File: config.mk
export PLATFORM = sky130hd
export DESIGN_NAME = permutation_state_register_flat
export DESIGN_NICKNAME = d
export VERILOG_FILES = /design/src/rtl/permutation_state_register_pkg.sv /design/src/rtl/permutation_state_register_if.sv /design/src/rtl/permutation_state_register_round_counter.sv /design/src/rtl/permutation_state_register.sv /design/src/flat_wrapper.sv
export SDC_FILE = /design/constraint.sdc
export NUM_CORES = 1
export LEC_CHECK = 0
export ABC_AREA = 0
export BUFFER_PORTS_ARGS = -buffer_cell sky130_fd_sc_hd__clkbuf_2
export CAP_MARGIN = 25
export CORE_AREA = 2 2 382 384
export DETAILED_ROUTE_END_ITERATION = 16
export DIE_AREA = 0 0 384 386
export PLACE_DENSITY = 0.3
export SETUP_SLACK_MARGIN = 0.3
export SLEW_MARGIN = 20
export SYNTH_ARGS = -nofsm -noshare
export SYNTH_HDL_FRONTEND = slang
export SYNTH_SLANG_ARGS = --single-unit
File: constraint.sdc
create_clock -name clock -period 1.4 [get_ports clock]
set_input_delay 0.28 -clock clock [delete_from_list [all_inputs] [get_ports clock]]
set_output_delay 0.28 -clock clock [all_outputs]
set_load 0.005 [all_outputs]
File: src/rtl/permutation_state_register_pkg.sv
// Shared types and defaults for the permutation state register and its round sequencer.
package permutation_state_register_pkg;

  localparam int unsigned DefaultMaxRounds = 12;
  localparam int unsigned DefaultRoundW    = 4;

  // Five 64-bit words x0..x4; index 0 is x0.
  typedef logic [4:0][63:0] t_state_array;

  typedef enum logic [1:0] {
    StIdle,
    StRun,
    StDone
  } t_perm_fsm;

endpackage

File: src/rtl/permutation_state_register_if.sv
// Handshake and data bundle between the top-level controller, round datapath and state register.
interface permutation_state_register_if
  import permutation_state_register_pkg::*;
#(
  parameter int unsigned ROUND_W = DefaultRoundW
) ();

  logic               i_load;
  t_state_array       i_state_init;
  logic               i_start;
  logic [ROUND_W-1:0] i_num_rounds;
  t_state_array       i_state_round;
  logic               i_ready;
  t_state_array       o_state;
  logic [ROUND_W-1:0] o_round;
  logic               o_busy;
  logic               o_valid;

  modport master (
    output i_load, i_state_init, i_start, i_num_rounds, i_state_round, i_ready,
    input  o_state, o_round, o_busy, o_valid
  );

  modport slave (
    input  i_load, i_state_init, i_start, i_num_rounds, i_state_round, i_ready,
    output o_state, o_round, o_busy, o_valid
  );

endinterface

File: src/rtl/permutation_state_register_round_counter.sv
// Round index up-counter plus remaining-rounds down-counter; flags the final round.
module permutation_state_register_round_counter
  import permutation_state_register_pkg::*;
#(
  parameter int unsigned MAX_ROUNDS = DefaultMaxRounds,
  parameter int unsigned ROUND_W    = DefaultRoundW
) (
  input  logic               clock,
  input  logic               reset_n,
  input  logic               start_i,
  input  logic [ROUND_W-1:0] num_rounds_i,
  input  logic               advance_i,
  output logic [ROUND_W-1:0] round_o,
  output logic               last_round_o
);

  localparam logic [ROUND_W-1:0] MaxRoundsW = ROUND_W'(MAX_ROUNDS);

  logic [ROUND_W-1:0] round_q, round_d;
  logic [ROUND_W-1:0] remaining_q, remaining_d;

  assign last_round_o = (remaining_q == ROUND_W'(1));
  assign round_o      = round_q;

  always_comb begin
    round_d     = round_q;
    remaining_d = remaining_q;
    if (start_i) begin
      // Short permutations start late so the last round always uses index MAX_ROUNDS-1.
      round_d     = MaxRoundsW - num_rounds_i;
      remaining_d = num_rounds_i;
    end else if (advance_i) begin
      remaining_d = remaining_q - ROUND_W'(1);
      if (!last_round_o) begin
        round_d = round_q + ROUND_W'(1);
      end
    end
  end

  always_ff @(posedge clock or negedge reset_n) begin
    if (!reset_n) begin
      round_q     <= '0;
      remaining_q <= '0;
    end else begin
      round_q     <= round_d;
      remaining_q <= remaining_d;
    end
  end

endmodule

File: src/rtl/permutation_state_register.sv
// 320-bit permutation state register with IDLE/RUN/DONE sequencer closing the round loop.
module permutation_state_register
  import permutation_state_register_pkg::*;
#(
  parameter int unsigned MAX_ROUNDS = DefaultMaxRounds,
  parameter int unsigned ROUND_W    = DefaultRoundW
) (
  input logic                         clock,
  input logic                         reset_n,
  permutation_state_register_if.slave bus
);

  localparam logic [ROUND_W-1:0] MaxRoundsW = ROUND_W'(MAX_ROUNDS);

  t_perm_fsm    fsm_q, fsm_d;
  t_state_array state_q, state_d;
  logic         start_ok;
  logic         advance;
  logic         last_round;
  logic         count_legal;

  assign count_legal = (bus.i_num_rounds != '0) && (bus.i_num_rounds <= MaxRoundsW);

  always_comb begin
    fsm_d    = fsm_q;
    start_ok = 1'b0;
    advance  = 1'b0;
    unique case (fsm_q)
      StIdle: begin
        if (bus.i_start && count_legal) begin
          start_ok = 1'b1;
          fsm_d    = StRun;
        end
      end
      StRun: begin
        advance = 1'b1;
        if (last_round) begin
          fsm_d = StDone;
        end
      end
      StDone: begin
        if (bus.i_ready) begin
          fsm_d = StIdle;
        end
      end
      default: fsm_d = StIdle;
    endcase
  end

  always_comb begin
    state_d = state_q;
    if (fsm_q == StIdle && bus.i_load) begin
      state_d = bus.i_state_init;
    end else if (fsm_q == StRun) begin
      state_d = bus.i_state_round;
    end
  end

  always_ff @(posedge clock or negedge reset_n) begin
    if (!reset_n) begin
      fsm_q   <= StIdle;
      state_q <= '0;
    end else begin
      fsm_q   <= fsm_d;
      state_q <= state_d;
    end
  end

  permutation_state_register_round_counter #(
    .MAX_ROUNDS (MAX_ROUNDS),
    .ROUND_W    (ROUND_W)
  ) u_round_counter (
    .clock        (clock),
    .reset_n      (reset_n),
    .start_i      (start_ok),
    .num_rounds_i (bus.i_num_rounds),
    .advance_i    (advance),
    .round_o      (bus.o_round),
    .last_round_o (last_round)
  );

  assign bus.o_state = state_q;
  assign bus.o_busy  = (fsm_q == StRun);
  assign bus.o_valid = (fsm_q == StDone);

endmodule
File: src/flat_wrapper.sv
// flat-port wrapper written by rule: the top's interface ports become plain ports
module permutation_state_register_flat import permutation_state_register_pkg::*;
#(
  parameter int unsigned MAX_ROUNDS = DefaultMaxRounds,
  parameter int unsigned ROUND_W    = DefaultRoundW
)
  (clock, reset_n, bus_i_load, bus_i_state_init, bus_i_start, bus_i_num_rounds, bus_i_state_round, bus_i_ready, bus_o_state, bus_o_round, bus_o_busy, bus_o_valid);
  permutation_state_register_if #(.ROUND_W(ROUND_W)) bus_i ();
  input logic clock;
  input logic reset_n;
  input wire logic [$bits(bus_i.i_load)-1:0] bus_i_load;
  input wire logic [$bits(bus_i.i_state_init)-1:0] bus_i_state_init;
  input wire logic [$bits(bus_i.i_start)-1:0] bus_i_start;
  input wire logic [$bits(bus_i.i_num_rounds)-1:0] bus_i_num_rounds;
  input wire logic [$bits(bus_i.i_state_round)-1:0] bus_i_state_round;
  input wire logic [$bits(bus_i.i_ready)-1:0] bus_i_ready;
  output wire logic [$bits(bus_i.o_state)-1:0] bus_o_state;
  output wire logic [$bits(bus_i.o_round)-1:0] bus_o_round;
  output wire logic [$bits(bus_i.o_busy)-1:0] bus_o_busy;
  output wire logic [$bits(bus_i.o_valid)-1:0] bus_o_valid;
  assign bus_i.i_load = bus_i_load;
  assign bus_i.i_state_init = bus_i_state_init;
  assign bus_i.i_start = bus_i_start;
  assign bus_i.i_num_rounds = bus_i_num_rounds;
  assign bus_i.i_state_round = bus_i_state_round;
  assign bus_i.i_ready = bus_i_ready;
  assign bus_o_state = bus_i.o_state;
  assign bus_o_round = bus_i.o_round;
  assign bus_o_busy = bus_i.o_busy;
  assign bus_o_valid = bus_i.o_valid;
  permutation_state_register #(.MAX_ROUNDS(MAX_ROUNDS), .ROUND_W(ROUND_W)) u_core (.clock(clock), .reset_n(reset_n), .bus(bus_i));
endmodule
==> run_results.csv <==
group,metric,value,unit
outcome,status,"finished with violations",
outcome,violations,"setup timing",
worst_setup_path,path_cells,"buf_6 -> nor3b_4 -> buf_4 -> buf_6 -> nor2_4 -> buf_12 -> buf_12 -> buf_16 -> nand2_1 -> nand2_1",
clock_tree,clk_pin_slew,60,ps
placed_design,place_inst,4372,
synthesis,synth_top_family_by_area,"simple AND/OR/NAND/NOR gates",
timing,setup_violations,432,
timing,rsz0062_at_grt,"yes",
worst_setup_path,crit_type,"reg -> reg",
drt,drt-initial-drc-count,705,
synthesis,syn_area_per_cell,9.61,um^2
worst_hold_path,hold_path_class,"in -> reg",
pwr,p_sw,27.7,mW
drt,wl,97500,um
timing,tns,-125040,ps
grt,globalRouteMet2Util,21.4,%
clock_tree,numCtsBuffers,46,
timing,slew_violations,0,
floorplan,core_area,145000,um^2
grt,met1_usage,14.4,%
pwr,p_per_area,2050,nW/um^2
grt,use_met3,3.12,%
pwr,power.leakage,16.5,nW
grt,grt_pass1_wl,132000,um
floorplan,io_pins,975,
grt,grt_pass1_vias,19000,
timing,layout_setup_ws,-456,ps
synthesis,synthMuxAreaShare,0.0718,%
job,cap_violations,0,
worst_setup_path,cp.arrival,2320,ps
cells_and_area,fillers,15600,
drt,viasPerCell,3.49,
timing,relSlewSlack,62.2,%
timing,worst_pin_slew,567,ps
worst_setup_path,endpoint_kind,"flip-flop",
drt,dr.pass1.iters,4,
synthesis,ys_warn_count,0,
pwr,p_int,41.0,mW
synthesis,ys_ff_latch,330,
grt,grt-ovfl-total,0,
timing,period_minus_slack,1860,ps
floorplan,dieArea,148000,um^2
clock_tree,clkSinkCount,330,
timing,period_share,133,%
worst_setup_path,crit_slowest_cell,"dfrtp_2",
cells_and_area,final_cell_mix,"clkbuf_2 (969), dlygate4sd3_1 (633), nand2_1 (542)",
cells_and_area,layout.cells.non_filler,5184,
clock_tree,clk_latency,600,ps
cells_and_area,nNetsFinal,3884,
pwr,p_comb_share,55.4,%
clock_tree,cts_tree,"built",
floorplan,die_height,386,um
grt,grt_max_degree,48,
synthesis,synth-xor-area-share,0.377,%
clock_tree,htree_levels,2,
timing,fmax,539,MHz
clock_tree,cts_buffer_depth,3,
placed_design,dp_hpwl,68800,um
placed_design,place.gp.congestion,0.786,
clock_tree,cts-root-buf,"clkbuf_16",
synthesis,synth.distinct_cells,31,
cells_and_area,multi_input_area,6270,um^2
pwr,ir_worst_vdd,0.793,mV
worst_setup_path,worstPathRequired,1870,ps
drt,wl_per_cell,18.8,um
drt,drc,0,
pwr,power_frac_clock,18.6,%
cells_and_area,syn2layout_area_growth,140,%
floorplan,start_util,9.65,%
placed_design,placed_cell_area,22400,um^2
drt,postRouteAntennaNets,0,
cells_and_area,fin_area,33500,um^2
synthesis,syn_inst,1452,
grt,grt_use_total,12.2,%
floorplan,rows,140,
grt,grt-busiest-layer,"met2",
cells_and_area,seqCellArea,8260,um^2
worst_setup_path,startpoint_type,"flip-flop",
placed_design,io_buffers,974,
synthesis,synth-simple-area-share,18.2,%
synthesis,ys_seq_area_share,59.2,%
floorplan,die_w,384,um
drt,routed-via-count,18100,
worst_setup_path,slowest_delay,420,ps
worst_setup_path,path_max_fanout,18,
cells_and_area,mostFrequentLayoutCell,"clkbuf_2",
timing,finalClockSkew,21.7,ps
synthesis,synth_compound_area_share,17.8,%
grt,antenna_found_initial,6,
timing,holdWs,65.2,ps
synthesis,syn-cell-area,13900,um^2
pwr,seq_power_share,26.0,%
synthesis,syn_nets,2105,
synthesis,synth_fa_ha_area_share,0.359,%
timing,final_hold_viol_count,0,
cells_and_area,drive_above_1_share,46.4,%
pwr,switching_share,40.3,%
[cell usage after synthesis]
cell type,count,area (um^2)
o21ai_0,2,10.0
inv_1,5,18.8
nand2_1,644,2420
o21a_1,1,7.51
nor2_2,1,6.26
nor3b_2,1,12.5
nor2b_1,2,12.5
clkbuf_1,16,60.1
nand2b_2,1,8.76
a21oi_1,5,25.0
xnor2_1,2,17.5
buf_2,84,420
xor2_1,4,35.0
inv_2,1,3.75
nand3_1,4,20.0
buf_6,2,22.5
o221ai_1,1,8.76
buf_1,3,11.3
o2111ai_2,1,15.0
dfrtp_1,330,8260
and3_1,1,6.26
or3b_2,2,17.5
nor3_1,1,5.00
buf_4,2,15.0
a31oi_1,1,6.26
o211ai_1,1,7.51
ha_1,4,50.1
nor2_1,7,26.3
a22oi_1,320,2400
mux2i_1,1,10.0
or3_1,2,12.5
[power by group through the flow]
stage / combinational (mW) / clock, mW / sequential, mW
after CTS: 36.2 / 13.4 / 17.5
final: 38.0 / 12.8 / 17.9
after detailed placement: 27.4 / 0 / 17.6
after floorplan: 12.0 / 0 / 17.5
after global routing: 41.3 / 13.7 / 18.5
after global placement: 27.4 / 0 / 17.6
[routing by layer]
| metal | share of wire [%] | wire (um) | up-vias |
|---|---|---|---|
| met4 | 3.5 | 3460 | 8 |
| li1 | - | - | 8612 |
| met5 | 0.038 | 37 | - |
| met1 | 40 | 39000 | 8659 |
| met3 | 6.3 | 6180 | 154 |
| met2 | 50 | 48900 | 668 |
[sequential cells by signal, indices dropped and copies added, names as in the netlist]
| name | count |
|---|---|
| u_core.bus.o_state | 320 |
| u_core.u_round_counter.remaining_q | 4 |
| u_core.fsm_q | 2 |
| u_core.u_round_counter.round_o | 4 |
[worst paths after layout]
kind                                                  endpoint  depth (start not counted)  slack, ps                           startpoint
setup / recovery           u_core.bus.o_state[196]$_DFFE_PN0P_                         10       -460          u_core.fsm_q[0]$_DFFE_PN0P_
hold / removal              u_core.bus.o_state[30]$_DFFE_PN0P_                          3         70                 bus_i_state_init[30]
setup reg to reg           u_core.bus.o_state[196]$_DFFE_PN0P_                         10       -460          u_core.fsm_q[0]$_DFFE_PN0P_
hold reg to reg            u_core.bus.o_state[309]$_DFFE_PN0P_                          2        460  u_core.bus.o_state[309]$_DFFE_PN0P_
max in group asynchronous   u_core.bus.o_state[23]$_DFFE_PN0P_                          3        490                              reset_n
min in group asynchronous   u_core.bus.o_state[81]$_DFFE_PN0P_                          2        250                              reset_n
[worst max-delay path, delay by kind of cell, from the launching register on]
family	cells	cell delay, ps
and+or+nand+nor	4	400
buffers and inverters	6	860
DFF	1	420
[layout make-up]
type | count | area share [%]
Inverter | 6 | 0.149
Sequential cell | 330 | 24.7
Timing Repair Buffer | 1838 | 44.4
Clock buffer | 68 | 4.26
Antenna cell | 3 | 0.0224
Multi-Input combinational cell | 1009 | 18.7
Clock inverter | 13 | 0.579
Tap cell | 1917 | 7.16
[per-stage QoR]
step / utilization [%] / power, mW / worst slack [ps]
5_1_grt: 23.2 / 73.6 / -521
3_5_place_dp: 15.5 / 45.0 / -313
2_1_floorplan: - / 29.5 / 1.23
6_report: 23.2 / 68.7 / -456
4_1_cts: 22.5 / 67.1 / -502
3_3_place_gp: 15.5 / 45.0 / -276
[cell families after synthesis]
logic type / count (synthesis)
AND/OR/NAND/NOR: 666
AO/OA/AOI/OAI: 332
flip-flops: 330
buffers and inverters: 113
XOR/XNOR: 6
multiplexers: 1
adder cells (fa/ha/maj): 4
[what timing repair did]
item	4_1_cts	5_1_grt
setup endpoints to repair	656	656
cloned	39	12
endpoints found under the hold margin	337	0
setup buffers	32	12
hold buffers	633	0
pin swaps	5	65
gates resized for setup	173	187
No activity file was read; power rests on OpenSTA's default activity.
